`config.mk`:
```
export PLATFORM = sky130hd
export DESIGN_NAME = fir_cfg_sequencer_flat
export DESIGN_NICKNAME = d
export VERILOG_FILES = /design/src/rtl/fir_cfg_sequencer_if.sv /design/src/rtl/fir_cfg_sequencer.sv /design/src/flat_wrapper.sv
export SDC_FILE = /design/constraint.sdc
export NUM_CORES = 1
export LEC_CHECK = 0
export BUFFER_PORTS_ARGS = -buffer_cell sky130_fd_sc_hd__buf_4
export CAP_MARGIN = 20
export CELL_PAD_IN_SITES_DETAIL_PLACEMENT = 0
export CELL_PAD_IN_SITES_GLOBAL_PLACEMENT = 1
export CORE_UTILIZATION = 40
export DETAILED_ROUTE_END_ITERATION = 6
export GPL_TIMING_DRIVEN = 0
export HOLD_SLACK_MARGIN = 0.12
export PLACE_DENSITY = 0.86
export RECOVER_POWER = 25
export SLEW_MARGIN = 0
export SYNTH_ARGS = -nofsm -noshare
export SYNTH_HDL_FRONTEND = slang
export SYNTH_SLANG_ARGS = --single-unit
```
`constraint.sdc`:
```
create_clock -name clk -period 2.2 [get_ports clk]
set_input_delay 0.22 -clock clk [delete_from_list [all_inputs] [get_ports clk]]
set_output_delay 0.22 -clock clk [all_outputs]
set_load 0.02 [all_outputs]
```
`src/rtl/fir_cfg_sequencer_if.sv`:
```
// Bus between the configuration/sample source and fir_cfg_sequencer,
// plus the sequencer's drive toward fir_main and its status outputs.
interface fir_cfg_sequencer_if #(
    parameter int NUM_TAPS = 4,
    parameter int DATA_W   = 8
);
    localparam int CNT_W = $clog2(NUM_TAPS + 1);

    logic              cfg_wr;
    logic [DATA_W-1:0] cfg_data;
    logic              cfg_commit;
    logic              smp_valid;
    logic [DATA_W-1:0] smp_data;
    logic              err_clr;
    logic              smp_ready;
    logic [DATA_W-1:0] fir_x_n;
    logic              fir_tvalid;
    logic              fir_set_coeffs;
    logic              busy;
    logic              loaded;
    logic [CNT_W-1:0]  cfg_count;
    logic              err;

    modport master (
        output cfg_wr, cfg_data, cfg_commit, smp_valid, smp_data, err_clr,
        input  smp_ready, fir_x_n, fir_tvalid, fir_set_coeffs, busy, loaded, cfg_count, err
    );

    modport slave (
        input  cfg_wr, cfg_data, cfg_commit, smp_valid, smp_data, err_clr,
        output smp_ready, fir_x_n, fir_tvalid, fir_set_coeffs, busy, loaded, cfg_count, err
    );
endinterface

```
`src/rtl/fir_cfg_sequencer.sv`:
```
// Front-end for fir_main: buffers a shadow coefficient bank, streams it in on
// commit, flushes the delay line with zeros, then passes live samples.
module fir_cfg_sequencer #(
    parameter int NUM_TAPS = 4,
    parameter int DATA_W   = 8
) (
    input  logic               clk,
    input  logic               reset,
    fir_cfg_sequencer_if.slave bus
);
    localparam int CNT_W = $clog2(NUM_TAPS + 1);
    localparam int IDX_W = (NUM_TAPS > 1) ? $clog2(NUM_TAPS) : 1;

    localparam logic [1:0] IDLE  = 2'd0;
    localparam logic [1:0] LOAD  = 2'd1;
    localparam logic [1:0] FLUSH = 2'd2;
    localparam logic [1:0] RUN   = 2'd3;

    localparam logic [CNT_W-1:0] FULL = CNT_W'(NUM_TAPS);
    localparam logic [IDX_W-1:0] LAST = IDX_W'(NUM_TAPS - 1);

    logic [1:0]        state_q, state_d;
    logic [IDX_W-1:0]  idx_q, idx_d;
    logic [CNT_W-1:0]  cnt_q, cnt_d;
    logic [DATA_W-1:0] shadow_q [NUM_TAPS];
    logic [DATA_W-1:0] x_q, x_d;
    logic              tvalid_q, tvalid_d;
    logic              setc_q, setc_d;
    logic              loaded_q, loaded_d;
    logic              err_q, err_d;
    logic              open_st, commit_ok, wr_ok, new_err;

    // A commit is judged against the pre-write count; an accepted commit drops a same-cycle write.
    always_comb begin
        open_st   = (state_q == IDLE) || (state_q == RUN);
        commit_ok = bus.cfg_commit && open_st && (cnt_q == FULL);
        wr_ok     = bus.cfg_wr && open_st && (cnt_q < FULL) && !commit_ok;
        new_err   = (bus.cfg_commit && !commit_ok)
                  || (bus.cfg_wr && !wr_ok)
                  || (bus.smp_valid && (state_q != RUN));
    end

    always_comb begin
        state_d  = state_q;
        idx_d    = idx_q;
        cnt_d    = cnt_q;
        loaded_d = loaded_q;
        if (wr_ok) begin
            cnt_d = cnt_q + CNT_W'(1);
        end
        case (state_q)
            IDLE, RUN: begin
                if (commit_ok) begin
                    state_d = LOAD;
                    idx_d   = '0;
                end
            end
            LOAD: begin
                if (idx_q == LAST) begin
                    state_d = FLUSH;
                    idx_d   = '0;
                end else begin
                    idx_d = idx_q + IDX_W'(1);
                end
            end
            FLUSH: begin
                if (idx_q == LAST) begin
                    state_d  = RUN;
                    idx_d    = '0;
                    cnt_d    = '0;
                    loaded_d = 1'b1;
                end else begin
                    idx_d = idx_q + IDX_W'(1);
                end
            end
            default: state_d = IDLE;
        endcase
        err_d = new_err ? 1'b1 : (bus.err_clr ? 1'b0 : err_q);
    end

    // Filter drive is decoded from the state being entered, so it lines up with that state.
    always_comb begin
        setc_d   = 1'b0;
        tvalid_d = 1'b0;
        x_d      = '0;
        case (state_d)
            LOAD: begin
                setc_d = 1'b1;
                x_d    = shadow_q[idx_d];
            end
            FLUSH: tvalid_d = 1'b1;
            RUN: begin
                if ((state_q == RUN) && bus.smp_valid) begin
                    tvalid_d = 1'b1;
                    x_d      = bus.smp_data;
                end else begin
                    x_d = x_q;
                end
            end
            default: ;
        endcase
    end

    always_ff @(posedge clk) begin
        if (reset) begin
            state_q  <= IDLE;
            idx_q    <= '0;
            cnt_q    <= '0;
            x_q      <= '0;
            tvalid_q <= 1'b0;
            setc_q   <= 1'b0;
            loaded_q <= 1'b0;
            err_q    <= 1'b0;
            for (int unsigned i = 0; i < NUM_TAPS; i++) begin
                shadow_q[i] <= '0;
            end
        end else begin
            state_q  <= state_d;
            idx_q    <= idx_d;
            cnt_q    <= cnt_d;
            x_q      <= x_d;
            tvalid_q <= tvalid_d;
            setc_q   <= setc_d;
            loaded_q <= loaded_d;
            err_q    <= err_d;
            if (wr_ok) begin
                shadow_q[cnt_q[IDX_W-1:0]] <= bus.cfg_data;
            end
        end
    end

    assign bus.smp_ready      = (state_q == RUN);
    assign bus.busy           = (state_q == LOAD) || (state_q == FLUSH);
    assign bus.fir_x_n        = x_q;
    assign bus.fir_tvalid     = tvalid_q;
    assign bus.fir_set_coeffs = setc_q;
    assign bus.loaded         = loaded_q;
    assign bus.cfg_count      = cnt_q;
    assign bus.err            = err_q;
endmodule
```
`src/flat_wrapper.sv`:
```
// flat-port wrapper written by rule: the top's interface ports become plain ports
module fir_cfg_sequencer_flat 
#(
    parameter int NUM_TAPS = 4,
    parameter int DATA_W   = 8
)
  (clk, reset, bus_cfg_wr, bus_cfg_data, bus_cfg_commit, bus_smp_valid, bus_smp_data, bus_err_clr, bus_smp_ready, bus_fir_x_n, bus_fir_tvalid, bus_fir_set_coeffs, bus_busy, bus_loaded, bus_cfg_count, bus_err);
  fir_cfg_sequencer_if #(.NUM_TAPS(NUM_TAPS), .DATA_W(DATA_W)) bus_i ();
  input  logic clk;
  input  logic reset;
  input wire logic [$bits(bus_i.cfg_wr)-1:0] bus_cfg_wr;
  input wire logic [$bits(bus_i.cfg_data)-1:0] bus_cfg_data;
  input wire logic [$bits(bus_i.cfg_commit)-1:0] bus_cfg_commit;
  input wire logic [$bits(bus_i.smp_valid)-1:0] bus_smp_valid;
  input wire logic [$bits(bus_i.smp_data)-1:0] bus_smp_data;
  input wire logic [$bits(bus_i.err_clr)-1:0] bus_err_clr;
  output wire logic [$bits(bus_i.smp_ready)-1:0] bus_smp_ready;
  output wire logic [$bits(bus_i.fir_x_n)-1:0] bus_fir_x_n;
  output wire logic [$bits(bus_i.fir_tvalid)-1:0] bus_fir_tvalid;
  output wire logic [$bits(bus_i.fir_set_coeffs)-1:0] bus_fir_set_coeffs;
  output wire logic [$bits(bus_i.busy)-1:0] bus_busy;
  output wire logic [$bits(bus_i.loaded)-1:0] bus_loaded;
  output wire logic [$bits(bus_i.cfg_count)-1:0] bus_cfg_count;
  output wire logic [$bits(bus_i.err)-1:0] bus_err;
  assign bus_i.cfg_wr = bus_cfg_wr;
  assign bus_i.cfg_data = bus_cfg_data;
  assign bus_i.cfg_commit = bus_cfg_commit;
  assign bus_i.smp_valid = bus_smp_valid;
  assign bus_i.smp_data = bus_smp_data;
  assign bus_i.err_clr = bus_err_clr;
  assign bus_smp_ready = bus_i.smp_ready;
  assign bus_fir_x_n = bus_i.fir_x_n;
  assign bus_fir_tvalid = bus_i.fir_tvalid;
  assign bus_fir_set_coeffs = bus_i.fir_set_coeffs;
  assign bus_busy = bus_i.busy;
  assign bus_loaded = bus_i.loaded;
  assign bus_cfg_count = bus_i.cfg_count;
  assign bus_err = bus_i.err;
  fir_cfg_sequencer #(.NUM_TAPS(NUM_TAPS), .DATA_W(DATA_W)) u_core (.clk(clk), .reset(reset), .bus(bus_i));
endmodule
```
## After elaboration in Yosys (flattened, before gate mapping)

Memory sizes are Yosys's and may differ from the RTL's.
Cells that the tools add are included.

- Logic and storage cells: 68
- Input bits: 22
- Bits in registers: 19
- Memory bits (writable): 32
- Output and inout bits: 17
- Memories kept: 1

- $lt $le $gt $ge: 1
- $add $sub $neg: 2
- Reduce and logical (&&, ||, !) cells: 21
- Eq/ne operators: 10
- Muxes and demuxes: 25

Memory list:

| name | words | width | read ports | clocked after memory_dff | write ports | line | source |
|---|---|---|---|---|---|---|---|
| u_core.shadow_q | 4 | 8 | 1 | 0 | 4 | fir_cfg_sequencer.sv:25 | `logic [DATA_W-1:0] shadow_q [NUM_TAPS];` |

Operators with widths:

| cell | number |
|---|---|
| 2-to-1 mux 8 bit | 2 |
| one-hot mux 8 bit (2 select lines) | 1 |
| 2-to-1 mux 2 bit | 6 |
| equality test 2 bit, second input constant | 5 |
| 2-to-1 mux 1 bit | 10 |
| logical AND 1 bit | 9 |
| 2-to-1 mux 3 bit | 3 |
| OR reduction 8 bit | 1 |
| one-hot mux 2 bit (3 select lines) | 1 |
| equality test 2 x 1 -> 1 bit, second input constant | 2 |
| logical OR 1 bit | 4 |
| one-hot mux 2 bit (2 select lines) | 1 |
| OR reduction 2 bit | 2 |
| adder 3 x 1 -> 3 bit, second input constant | 1 |
| equality test 3 bit, second input constant | 1 |
| less-than comparator 3 bit, second input constant | 1 |
| adder 2 x 1 -> 2 bit, second input constant | 1 |
| logical NOT 1 bit | 2 |
| logical NOT 2 bit | 1 |
| != test 2 x 1 -> 1 bit, second input constant | 1 |
| != test 2 bit, second input constant | 1 |
| one-hot mux 1 bit (2 select lines) | 1 |
| AND reduction 2 bit | 1 |
| nonzero test 2 bit | 1 |

## Depth between registers and ports, before layout

Gate-level depths: netlist of the first run.

- Depth after elaboration: 11
- Mapped depth: 10
- Depth with buffers taken out: 7

## Worst setup path before layout of the first run

No wires, ideal clock.

- Kind: reg2reg
- From: register u_core.state_q[0]
- To: memory u_core.shadow_q[0][0] (enable)
- Buffers on the path: 2
- Data required time: 1871 ps
- Stages on the path, launching flop included: 8
- Setup slack: 133 ps
- Arrival: 1737 ps
- Period minus slack after synthesis: 2067 ps
- Setup time: 329 ps
- Path through: dfxtp_1 -> inv_1 -> ha_1 -> buf_6 -> buf_6 -> nand3b_2 -> nor4_2 -> or2_1

RTL lines:

| what | line | source |
|---|---|---|
| from (decl) | fir_cfg_sequencer.sv:22 | `logic [1:0] state_q, state_d;` |
| from (signal assigned) | fir_cfg_sequencer.sv:118 | `state_q <= state_d;` |
| to (decl) | fir_cfg_sequencer.sv:25 |  |

## Worst setup path after layout of the first run

- From: register u_core.state_q[0]
- To: register u_core.x_q[3], in the netlist u_core.bus.fir_x_n[3]

- Word-level cells in the longest chain between the ends: 8
- Elaborated cells on any way between the ends: 21
- Classes of those cells: 6 x eq/ne; 7 x mux; 7 x reduce/logical; 1 x memory

Ends and longest elaborated chain:

| what | line | source |
|---|---|---|
| equality test 2 bit or logical NOT 2 bit (tied branches) | fir_cfg_sequencer.sv:35, fir_cfg_sequencer.sv:51, fir_cfg_sequencer.sv:93 |  |
| logical OR 1 bit | fir_cfg_sequencer.sv:35 | `open_st = (state_q == IDLE) \|\| (state_q == RUN);` |
| logical AND 1 bit (2 in series) | fir_cfg_sequencer.sv:36 | `commit_ok = bus.cfg_commit && open_st && (cnt_q == FULL);` |
| 2-to-1 mux 2 bit | fir_cfg_sequencer.sv:53 | `if (commit_ok) begin` |
| one-hot mux 2 bit (2 select lines) or one-hot mux 2 bit (3 select lines) (tied branches) | fir_cfg_sequencer.sv:51 | `case (state_q)` |
| memory read (4 x 8 bit), or another cell as far along | -- |  |
| one-hot mux 8 bit (2 select lines) or != test 2 x 1 -> 1 bit (tied branches) | -- |  |
| to (signal assigned) | fir_cfg_sequencer.sv:109 | `x_q <= '0;` |
| to (signal assigned) | fir_cfg_sequencer.sv:121 | `x_q <= x_d;` |
| to (decl) | fir_cfg_sequencer.sv:26 | `logic [DATA_W-1:0] x_q, x_d;` |

Several ways; a longest one is shown, not always the timed one.
A chain may end at the register's enable or synchronous reset.

==> results of run 1 <==
[layout make-up]
class	count	area [um^2]
multi-input combinational	168	1241
fill	578	3211
tap	77	96.34
buffer	11	82.58
inverter	6	22.52
timing repair buffer	41	255.2
clock buffer	5	68.82
sequential	51	1344
clock inverter	3	28.78
[routing by layer]
metal | routed length [um] | up-vias | GRT usage
met2 | 2521 | 55 | 0.2660
met1 | 2465 | 904 | 0.2037
met4 | 73 | 0 | 0.05172
met5 | 0 | - | 0
met3 | 242 | 6 | 0.03579
li1 | - | 969 | -
[per-stage QoR]
step	instances	hold WS (ns)	cell area [um^2]
3_5_place_dp	351	0.4627	3005
2_1_floorplan	236	0.3016	2624
4_1_cts	362	0.1502	3166
6_report	362	0.1511	3139
5_1_grt	362	0.1554	3139
3_3_place_gp	351	0.4636	3005
[kinds of logic after synthesis]
logic type | share of synthesized area
and+or+nand+nor | 0.2160
AOI/OAI and AO/OA | 0.1717
DFF | 0.5112
buffers and inverters | 0.03862
muxes | 0.03052
adders and majority gates | 0.02861
xor gates and xnor gates | 0.003339
[how the worst max path moves through the flow]
stage                                       end  slack, ns  cells past startpoint
after global placement    u_core.shadow_q[0][1]      -0.25                      7
after global routing      u_core.bus.fir_x_n[1]      -0.02                      9
after CTS                 u_core.bus.fir_x_n[3]       0.03                      9
after detailed placement  u_core.shadow_q[0][1]      -0.33                      7
after floorplan           u_core.shadow_q[0][0]       0.13                      7
final                     u_core.bus.fir_x_n[3]        0.1                      9
[state kept, by name (all words and copies together) (netlist names)]
name / count
u_core.shadow_q: 32
u_core.bus.fir_x_n: 8
u_core.bus.cfg_count: 3
u_core.idx_q: 2
u_core.state_q: 2
u_core.bus.err: 1
u_core.bus.fir_set_coeffs: 1
u_core.bus.fir_tvalid: 1
u_core.bus.loaded: 1
[what timing repair did]
action	4_1_cts	5_1_grt
resized for setup	9	5
pin swaps	3	0
buffers inserted	3	0
endpoints found under the hold margin	0	0
endpoints found under the setup margin	32	41
[power breakdown]
group          switching (W)  internal [W]
clock               0.000348      0.000236
combinational       0.000106     0.0000976
sequential         0.0000306       0.00107
[cell usage in the layout, fill, tap and decap left out, types with 2 or more instances in the layout]
master      n
clkinv_4    2
clkbuf_1   18
nor4_1      2
nor4b_1     7
a2bb2oi_1   7
a21o_1      8
nor4_4      3
o22ai_1     2
and2_1     34
nor2_1     24
a31oi_1     2
nand2b_1    3
dfxtp_1    17
ha_1        6
a21oi_1    11
nor3_2      2
edfxtp_1   32
mux2i_1     6
dfxtp_2     2
a22oi_1    14
mux2i_2     2
nand3_1     2
inv_1       5
buf_6       4
clkbuf_8    5
nand2_1     9
or2_4       3
buf_4      30
[worst max-delay path, delay by kind of cell (launching register included)]
family,cells,cell delay [ns]
AOI/OAI and AO/OA,3,0.48
buffers and inverters,3,0.41
DFF,1,0.38
adders and majority gates,1,0.30
muxes,1,0.25
and+or+nand+nor,1,0.19
==> results_dict.tcl, run 1 <==
set metrics [dict create \
    hold_depth 2 \
    final_nets 312 \
    syn_inst 236 \
    required_ns 2.43 \
    netlist_top_cells_count "34 x and2_1, 32 x edfxtp_1, 24 x nor2_1, 19 x dfxtp_1, 14 x a22oi_1" \
    io_buffers 38 \
    synth.yosys.seq_area_share 0.5112 \
    post-route-period-util 0.9553 \
    cpMaxStageDelayCell "dfxtp_1" \
    cp_max_fo 10 \
    design.core.area_mm2 0.006350 \
    outcome "completed" \
    postRouteWirelength_um 5302 \
    leakagePower_nw 1.266 \
    clock_latency_ns 0.32 \
    synthesis.area_mm2 0.002624 \
    synthArstFlopShare 0 \
    yosys.area.top_type "edfxtp_1" \
    grt_max_degree 19 \
    drive_above_1_share 0.2246 \
    min_to "u_core.state_q[0]" \
    cpMostUsedCell "buf_6" \
    synth_top_area_frac 0.3662 \
    utilization 0.4944 \
    antenna_found_initial 0 \
    grt_use_total 0.1590 \
    period_minus_slack_ns 2.102 \
    final_antenna_net_count 0 \
    num_antenna_cells 0 \
    crit_path_start_kind "flop" \
    worstReg2RegEnd "u_core.bus.fir_x_n[3]" \
    worstMarginPinSlew_ns 0.6001 \
    syn-num-nets 264 \
    syn_avg_cell_area_um2 11.12 \
    routedWlPerCell_um 14.65 \
    finalSetupViolCount 0 \
    hold_buffers 0 \
    first_pass_iters 4 \
    vias_per_cell 5.343 \
    synth_seq_cells 51 \
    gp_congestion 0.7666 \
    area_growth_pct 19.65 \
    clockBufferDepth 2 \
    cts_made_buffers 5 \
    critical-path-max-stage-delay_ns 0.38 \
    synth.most_common_cell "and2_1" \
    initial_core_util 0.4132 \
    cp-end-kind "flop" \
    hold_path_class "primary input to flop" \
    synth_cell_types 44 \
    synth-edff-count 32 \
    drt_iter0_markers 156 \
    worst_slack_ns 0.09835 \
    rsz0062_at_grt "true" \
    reg2reg_slack_ns 0.1 \
    synth_ff_type "edfxtp_1" \
    grt_pass1_vias 1805 \
    crit_start "u_core.state_q[0]" \
    powerDensity_mw_per_mm2 600.1 \
    reg2reg_depth 9 \
    setup_tns_ns 0 \
    htreeDepth 2 \
    hold_start "reset" \
    place_hpwl_um 4060 \
    max-cap-violations 0 \
    io_pins 39 \
    place_ws_ns -0.3276 \
    die_h_um 82.99 \
    cts_tree "done" \
    finalMaxSlewViolations 0 \
    synthTopCellsByArea "edfxtp_1 37%, dfxtp_1 14%, and2_1 8.1%, a22oi_1 4.0%, nor2_1 3.4%" \
    crit_arrival_ns 2.33 \
    skew_ns 0.008946 \
    rows 29 \
    fp.dieArea_mm2 0.006887 \
    worstPathCellList "inv_1 > ha_1 > buf_6 > nor3_2 > o21bai_1 > buf_6 > mux2i_2 > a22oi_1 > a21o_1" \
    die_w_um 82.99 \
    grt_overflow 0 \
    p_total_w 0.001884 \
    max_freq_mhz 475.8 \
    cts.clk_slew.worst_paths_ns 0.10 \
    hold_viol 0 \
    grt_pass1_wl_um 8590 \
    r2r-start "u_core.state_q[0]" \
    ir_drop_v 0.0003911 \
    yosysWarnings 0 \
    vias 1934 \
    cts_root_buffer "clkbuf_8" \
    slew_headroom 0.6000 \
    drc 0 \
    cts.sinks 51 \
    crit_type "flop to flop" \
]
Power figures use the tool's default switching activity.
==> inputs of run 2 (changes only) <==
--- a/config.mk
+++ b/config.mk
@@ -9,13 +9,14 @@
 export CAP_MARGIN = 20
 export CELL_PAD_IN_SITES_DETAIL_PLACEMENT = 0
 export CELL_PAD_IN_SITES_GLOBAL_PLACEMENT = 1
-export CORE_UTILIZATION = 40
+export CORE_UTILIZATION = 42
+export CTS_BUF_LIST = sky130_fd_sc_hd__clkbuf_8
 export DETAILED_ROUTE_END_ITERATION = 6
 export GPL_TIMING_DRIVEN = 0
 export HOLD_SLACK_MARGIN = 0.12
-export PLACE_DENSITY = 0.86
+export PLACE_DENSITY = 0.89
 export RECOVER_POWER = 25
-export SLEW_MARGIN = 0
+export SLEW_MARGIN = 15
 export SYNTH_ARGS = -nofsm -noshare
 export SYNTH_HDL_FRONTEND = slang
 export SYNTH_SLANG_ARGS = --single-unit
==> results_dict.tcl, run 2 (synthesized netlist as in run 1, its figures left out) <==
set metrics [dict create \
    die_w_um 81.04 \
    grt_pass1_wl_um 8176 \
    initial_core_util 0.4380 \
    drive_above_1_share 0.2175 \
    cts_made_buffers 5 \
    min_to "u_core.bus.err" \
    grt_use_total 0.1699 \
    grt_pass1_vias 1778 \
    worstPathCellList "inv_1 > ha_1 > buf_6 > nor3_2 > o21bai_1 > buf_4 > mux2i_1 > a22oi_1 > a21o_1" \
    drc 0 \
    worstReg2RegEnd "u_core.bus.fir_x_n[1]" \
    clockBufferDepth 2 \
    crit_type "flop to flop" \
    post-route-period-util 0.9472 \
    path_delay_family "compound AO/OA/AOI/OAI gates" \
    gp_congestion 0.7800 \
    largest_reg_flops 32 \
    cts.clk_slew.worst_paths_ns 0.10 \
    layout_commonest_cell "and2_1" \
    finalInstanceArea_mm2 0.003110 \
    cp_max_fo 10 \
    finalMaxSlewViolations 0 \
    design.core.area_mm2 0.005991 \
    final_nets 312 \
    rsz0062_at_grt "true" \
    max-cap-violations 0 \
    cp-end-kind "flop" \
    io_buffers 38 \
    vias 1913 \
    num_antenna_cells 0 \
    required_ns 2.42 \
    antenna_found_initial 0 \
    r2r-start "u_core.state_q[0]" \
    fp.dieArea_mm2 0.006567 \
    crit_path_start_kind "flop" \
    area_growth_pct 18.55 \
    slew_headroom 0.5961 \
    vias_per_cell 5.314 \
    cpMaxStageDelayCell "dfxtp_2" \
    worstMarginPinSlew_ns 0.6058 \
    period_minus_slack_ns 2.084 \
    place_hpwl_um 3840 \
    top_register "u_core.shadow_q" \
    reg2reg_slack_ns 0.12 \
    rows 28 \
    mostFrequentLayoutCells "34 x and2_1, 32 x edfxtp_1, 30 x buf_4" \
    drt_iter0_markers 222 \
    ir_drop_v 0.0002851 \
    path_buf_inv 3 \
    critical-path-max-stage-delay_ns 0.35 \
    max_freq_mhz 479.9 \
    final_antenna_net_count 0 \
    postRouteWirelength_um 5127 \
    outcome "completed" \
    die_h_um 81.04 \
    cts.sinks 51 \
    skew_ns 0.006152 \
    grt_overflow 0 \
    cts_tree "done" \
    finalSetupViolCount 0 \
    crit_arrival_ns 2.31 \
    hold_path_class "primary input to flop" \
    first_pass_iters 5 \
    p_total_w 0.001869 \
    hold_depth 3 \
    reg2reg_depth 9 \
    clock_latency_ns 0.32 \
    hold_viol 0 \
    cts_root_buffer "clkbuf_8" \
    postPlaceCellArea_mm2 0.003003 \
    setup_tns_ns 0 \
    io_pins 39 \
    powerDensity_mw_per_mm2 600.9 \
    grt_max_degree 19 \
    leakagePower_nw 1.252 \
    hold_start "bus_err_clr" \
    routedWlPerCell_um 14.24 \
    htreeDepth 2 \
    hold_buffers 0 \
]
run 2: cell types whose count changed in the layout (fill, tap and decap cells not counted), sizes merged:
| cell | before | now |
|---|---|---|
| buf | 34 | 33 |
| clkbuf | 23 | 24 |
run 2: report_power, final:
group | total [W] | internal (W) | switching, W
clock network | 0.000574 | 0.000236 | 0.000338
registers | 0.00109 | 0.00107 | 0.0000291
logic | 0.000200 | 0.0000956 | 0.000104
total | 0.00187 | 0.00140 | 0.000472
run 2: metrics by stage:
stage / hold WS (ns) / std cells / setup WS (ns) / utilization
floorplan: 0.3016 / 236 / 0.1332 / -
global placement: 0.4547 / 349 / -0.2744 / 0.5013
detailed placement: 0.4626 / 349 / -0.2920 / 0.5013
CTS: 0.1471 / 360 / 0.01230 / 0.5278
global route: 0.1938 / 360 / -0.003557 / 0.5192
finish: 0.1831 / 360 / 0.1162 / 0.5192
run 2: routing by layer:
layer / up-vias / wire length (um) / part of all wire / GRT usage
li1: 969 / - / - / -
met1: 856 / 2467 / 0.48 / 0.2209
met2: 77 / 2279 / 0.44 / 0.2697
met3: 11 / 289 / 0.056 / 0.04045
met4: 0 / 91 / 0.018 / 0.07143
met5: - / 0 / 0 / 0
run 2: worst min-delay path, cell delays in order:
cell	delay, ns
buf_4	0.07
nand2b_1	0.09
a31oi_1	0.07
run 2: layout make-up:
| class | instances | area (um^2) |
|---|---|---|
| Fill cell | 538 | 2880 |
| Sequential cell | 51 | 1345 |
| Multi-Input combinational cell | 168 | 1221 |
| Timing Repair Buffer | 41 | 251.5 |
| Tap cell | 75 | 93.84 |
| Buffer | 11 | 78.83 |
| Clock buffer | 5 | 68.82 |
| Clock inverter | 3 | 28.78 |
| Inverter | 6 | 22.52 |
run 2: what timing repair did:
item	4_1_cts	5_1_grt
setup endpoints to repair	32	28
pin swaps	3	0
resized for setup	8	5
setup buffers	3	0
run 2: worst max-delay path by stage:
stage,start,to,slack (ns),depth (start not counted)
after floorplan,u_core.state_q[0],u_core.shadow_q[0][0],0.13,7
after global placement,u_core.state_q[0],u_core.shadow_q[1][3],-0.27,7
after detailed placement,u_core.state_q[0],u_core.shadow_q[1][3],-0.29,7
after CTS,u_core.bus.cfg_count[1],u_core.bus.fir_x_n[0],0.01,8
after global routing,u_core.state_q[0],u_core.bus.fir_x_n[5],-0.004,9
final,u_core.state_q[0],u_core.bus.fir_x_n[1],0.12,9
==> inputs of run 3 (changes only) <==
--- a/config.mk
+++ b/config.mk
@@ -6,15 +6,14 @@
 export NUM_CORES = 1
 export LEC_CHECK = 0
 export BUFFER_PORTS_ARGS = -buffer_cell sky130_fd_sc_hd__buf_4
-export CAP_MARGIN = 20
-export CELL_PAD_IN_SITES_DETAIL_PLACEMENT = 0
-export CELL_PAD_IN_SITES_GLOBAL_PLACEMENT = 1
-export CORE_UTILIZATION = 42
+export CAP_MARGIN = 0
+export CORE_UTILIZATION = 50
 export CTS_BUF_LIST = sky130_fd_sc_hd__clkbuf_8
 export DETAILED_ROUTE_END_ITERATION = 6
+export GPL_ROUTABILITY_DRIVEN = 0
 export GPL_TIMING_DRIVEN = 0
 export HOLD_SLACK_MARGIN = 0.12
-export PLACE_DENSITY = 0.89
+export PLACE_DENSITY = 0.85
 export RECOVER_POWER = 25
 export SLEW_MARGIN = 15
 export SYNTH_ARGS = -nofsm -noshare
==> results_dict.tcl, run 3 (synthesized netlist as in run 1, its figures left out) <==
set metrics [dict create \
    max-cap-violations 0 \
    worstMarginPinSlew_ns 0.5861 \
    fill_cells 427 \
    largest_reg_flops 32 \
    io_pins 39 \
    p_sw_frac 0.2505 \
    grt_pass1_wl_um 8963 \
    final_antenna_net_count 0 \
    cp_max_fo 10 \
    r2r-start "u_core.state_q[0]" \
    use_met1 0.2781 \
    place_ws_ns -0.2932 \
    fin_cells 355 \
    drive_above_1_share 0.2211 \
    cp-end-kind "flop" \
    final_nets 312 \
    setup_tns_ns 0 \
    grt_util_met2 0.3674 \
    leakagePower_nw 1.256 \
    crit_arrival_ns 2.34 \
    postPlaceCellArea_mm2 0.002997 \
    crit_type "flop to flop" \
    layout_commonest_cell "and2_1" \
    cts_made_buffers 5 \
    htreeDepth 2 \
    slew_headroom 0.6093 \
    crit_start "u_core.state_q[0]" \
    met3_usage 0.04878 \
    dpl.cell_count 344 \
    grt_overflow 0 \
    mostFrequentLayoutCells "34 x and2_1, 32 x edfxtp_1, 29 x buf_4" \
    grt_max_degree 19 \
    area_growth_pct 19.31 \
    drt_iter0_markers 227 \
    routedWlPerCell_um 15.74 \
    drc 0 \
    initial_core_util 0.5170 \
    outcome "completed" \
    place_hpwl_um 4050 \
    grt_use_total 0.2198 \
    top_register "u_core.shadow_q" \
    post-route-period-util 0.9647 \
    hold_start "bus_err_clr" \
    finalInstanceArea_mm2 0.003131 \
    rsz0062_at_grt "false" \
    grt_pass1_vias 1855 \
    finalMaxSlewViolations 0 \
    clock_latency_ns 0.31 \
    max_freq_mhz 471.2 \
    finalSetupViolCount 0 \
    vias_per_cell 5.673 \
    cts.clk_slew.worst_paths_ns 0.09 \
    period_minus_slack_ns 2.122 \
    powerDensity_mw_per_mm2 595.3 \
    hold_viol 0 \
    design.core.area_mm2 0.005075 \
    p_comb_frac 0.110 \
    pwr-share-clk 0.301 \
    antenna_found_initial 0 \
    hold_path_class "primary input to flop" \
    crit_path_start_kind "flop" \
    fp.dieArea_mm2 0.005541 \
    seq_power_share 0.589 \
    clockBufferDepth 2 \
    skew_ns 0.005314 \
    postRouteWirelength_um 5586 \
    p_int_w 0.001397 \
    vias 2014 \
    cts_root_buffer "clkbuf_8" \
    cts.sinks 51 \
    utilization 0.6169 \
    die_w_um 74.44 \
    required_ns 2.42 \
    ir_drop_v 0.0003593 \
    worst_slack_ns 0.07767 \
    hold_buffers 0 \
    first_pass_iters 4 \
    p_switching_w 0.0004669 \
    io_buffers 38 \
    num_antenna_cells 0 \
    grt_busiest_layer "met2" \
    die_h_um 74.44 \
    cts_tree "done" \
    rows 26 \
]
-- run 3: routing by layer --
| metal | wire [um] | vias to the layer above |
|---|---|---|
| li1 | - | 969 |
| met1 | 2378 | 954 |
| met2 | 2770 | 79 |
| met3 | 335 | 12 |
| met4 | 102 | 0 |
| met5 | 0 | - |
-- run 3: path summary, 6_finish.rpt --
kind         slack (ns)  cells after the start                    end
min                0.19                      3         u_core.bus.err
max                0.08                      9  u_core.bus.fir_x_n[1]
min reg2reg        0.50                      2         u_core.bus.err
max reg2reg        0.08                      9  u_core.bus.fir_x_n[1]
-- run 3: area by class of cell --
cell class                 count  area [um^2]  area share
sequential                    51         1348      0.4305
multi-input combinational    168         1242      0.3969
timing repair buffer          41        251.5     0.08034
tap                           70        87.58     0.02798
buffer                        11        82.58     0.02638
clock buffer                   5        68.82     0.02198
clock inverter                 3        27.53    0.008793
inverter                       6        22.52    0.007194
-- run 3: power by group through the flow --
stage	Combinational [W]	Sequential, W	Clock [W]
after global routing	0.000223	0.00110	0.000611
after floorplan	0.000104	0.00111	0
final	0.000205	0.00110	0.000560
after CTS	0.000203	0.00110	0.000573
after global placement	0.000180	0.00111	0
after detailed placement	0.000186	0.00111	0
-- run 3: repair_timing --
action,CTS,global route
resized for setup,9,8
pin swaps,2,0
endpoints found under the setup margin,32,23
setup buffers,3,0
-- run 3: worst max-delay path, stage by stage, from the launching register on --
cell and delay [ns]:
dfxtp_2 0.37, inv_1 0.06, ha_1 0.30, buf_6 0.15, buf_6 0.14, buf_4 0.17
a22oi_1 0.25, a2bb2oi_1 0.26, a22oi_1 0.13, a21o_1 0.19
-- run 3: metrics by stage --
stage	power, W	hold slack (ns)
final	0.001864	0.1918
after global routing	0.001937	0.1949
after CTS	0.001871	0.1507
after detailed placement	0.001299	0.4581
after global placement	0.001290	0.4539
after floorplan	0.001218	0.3016
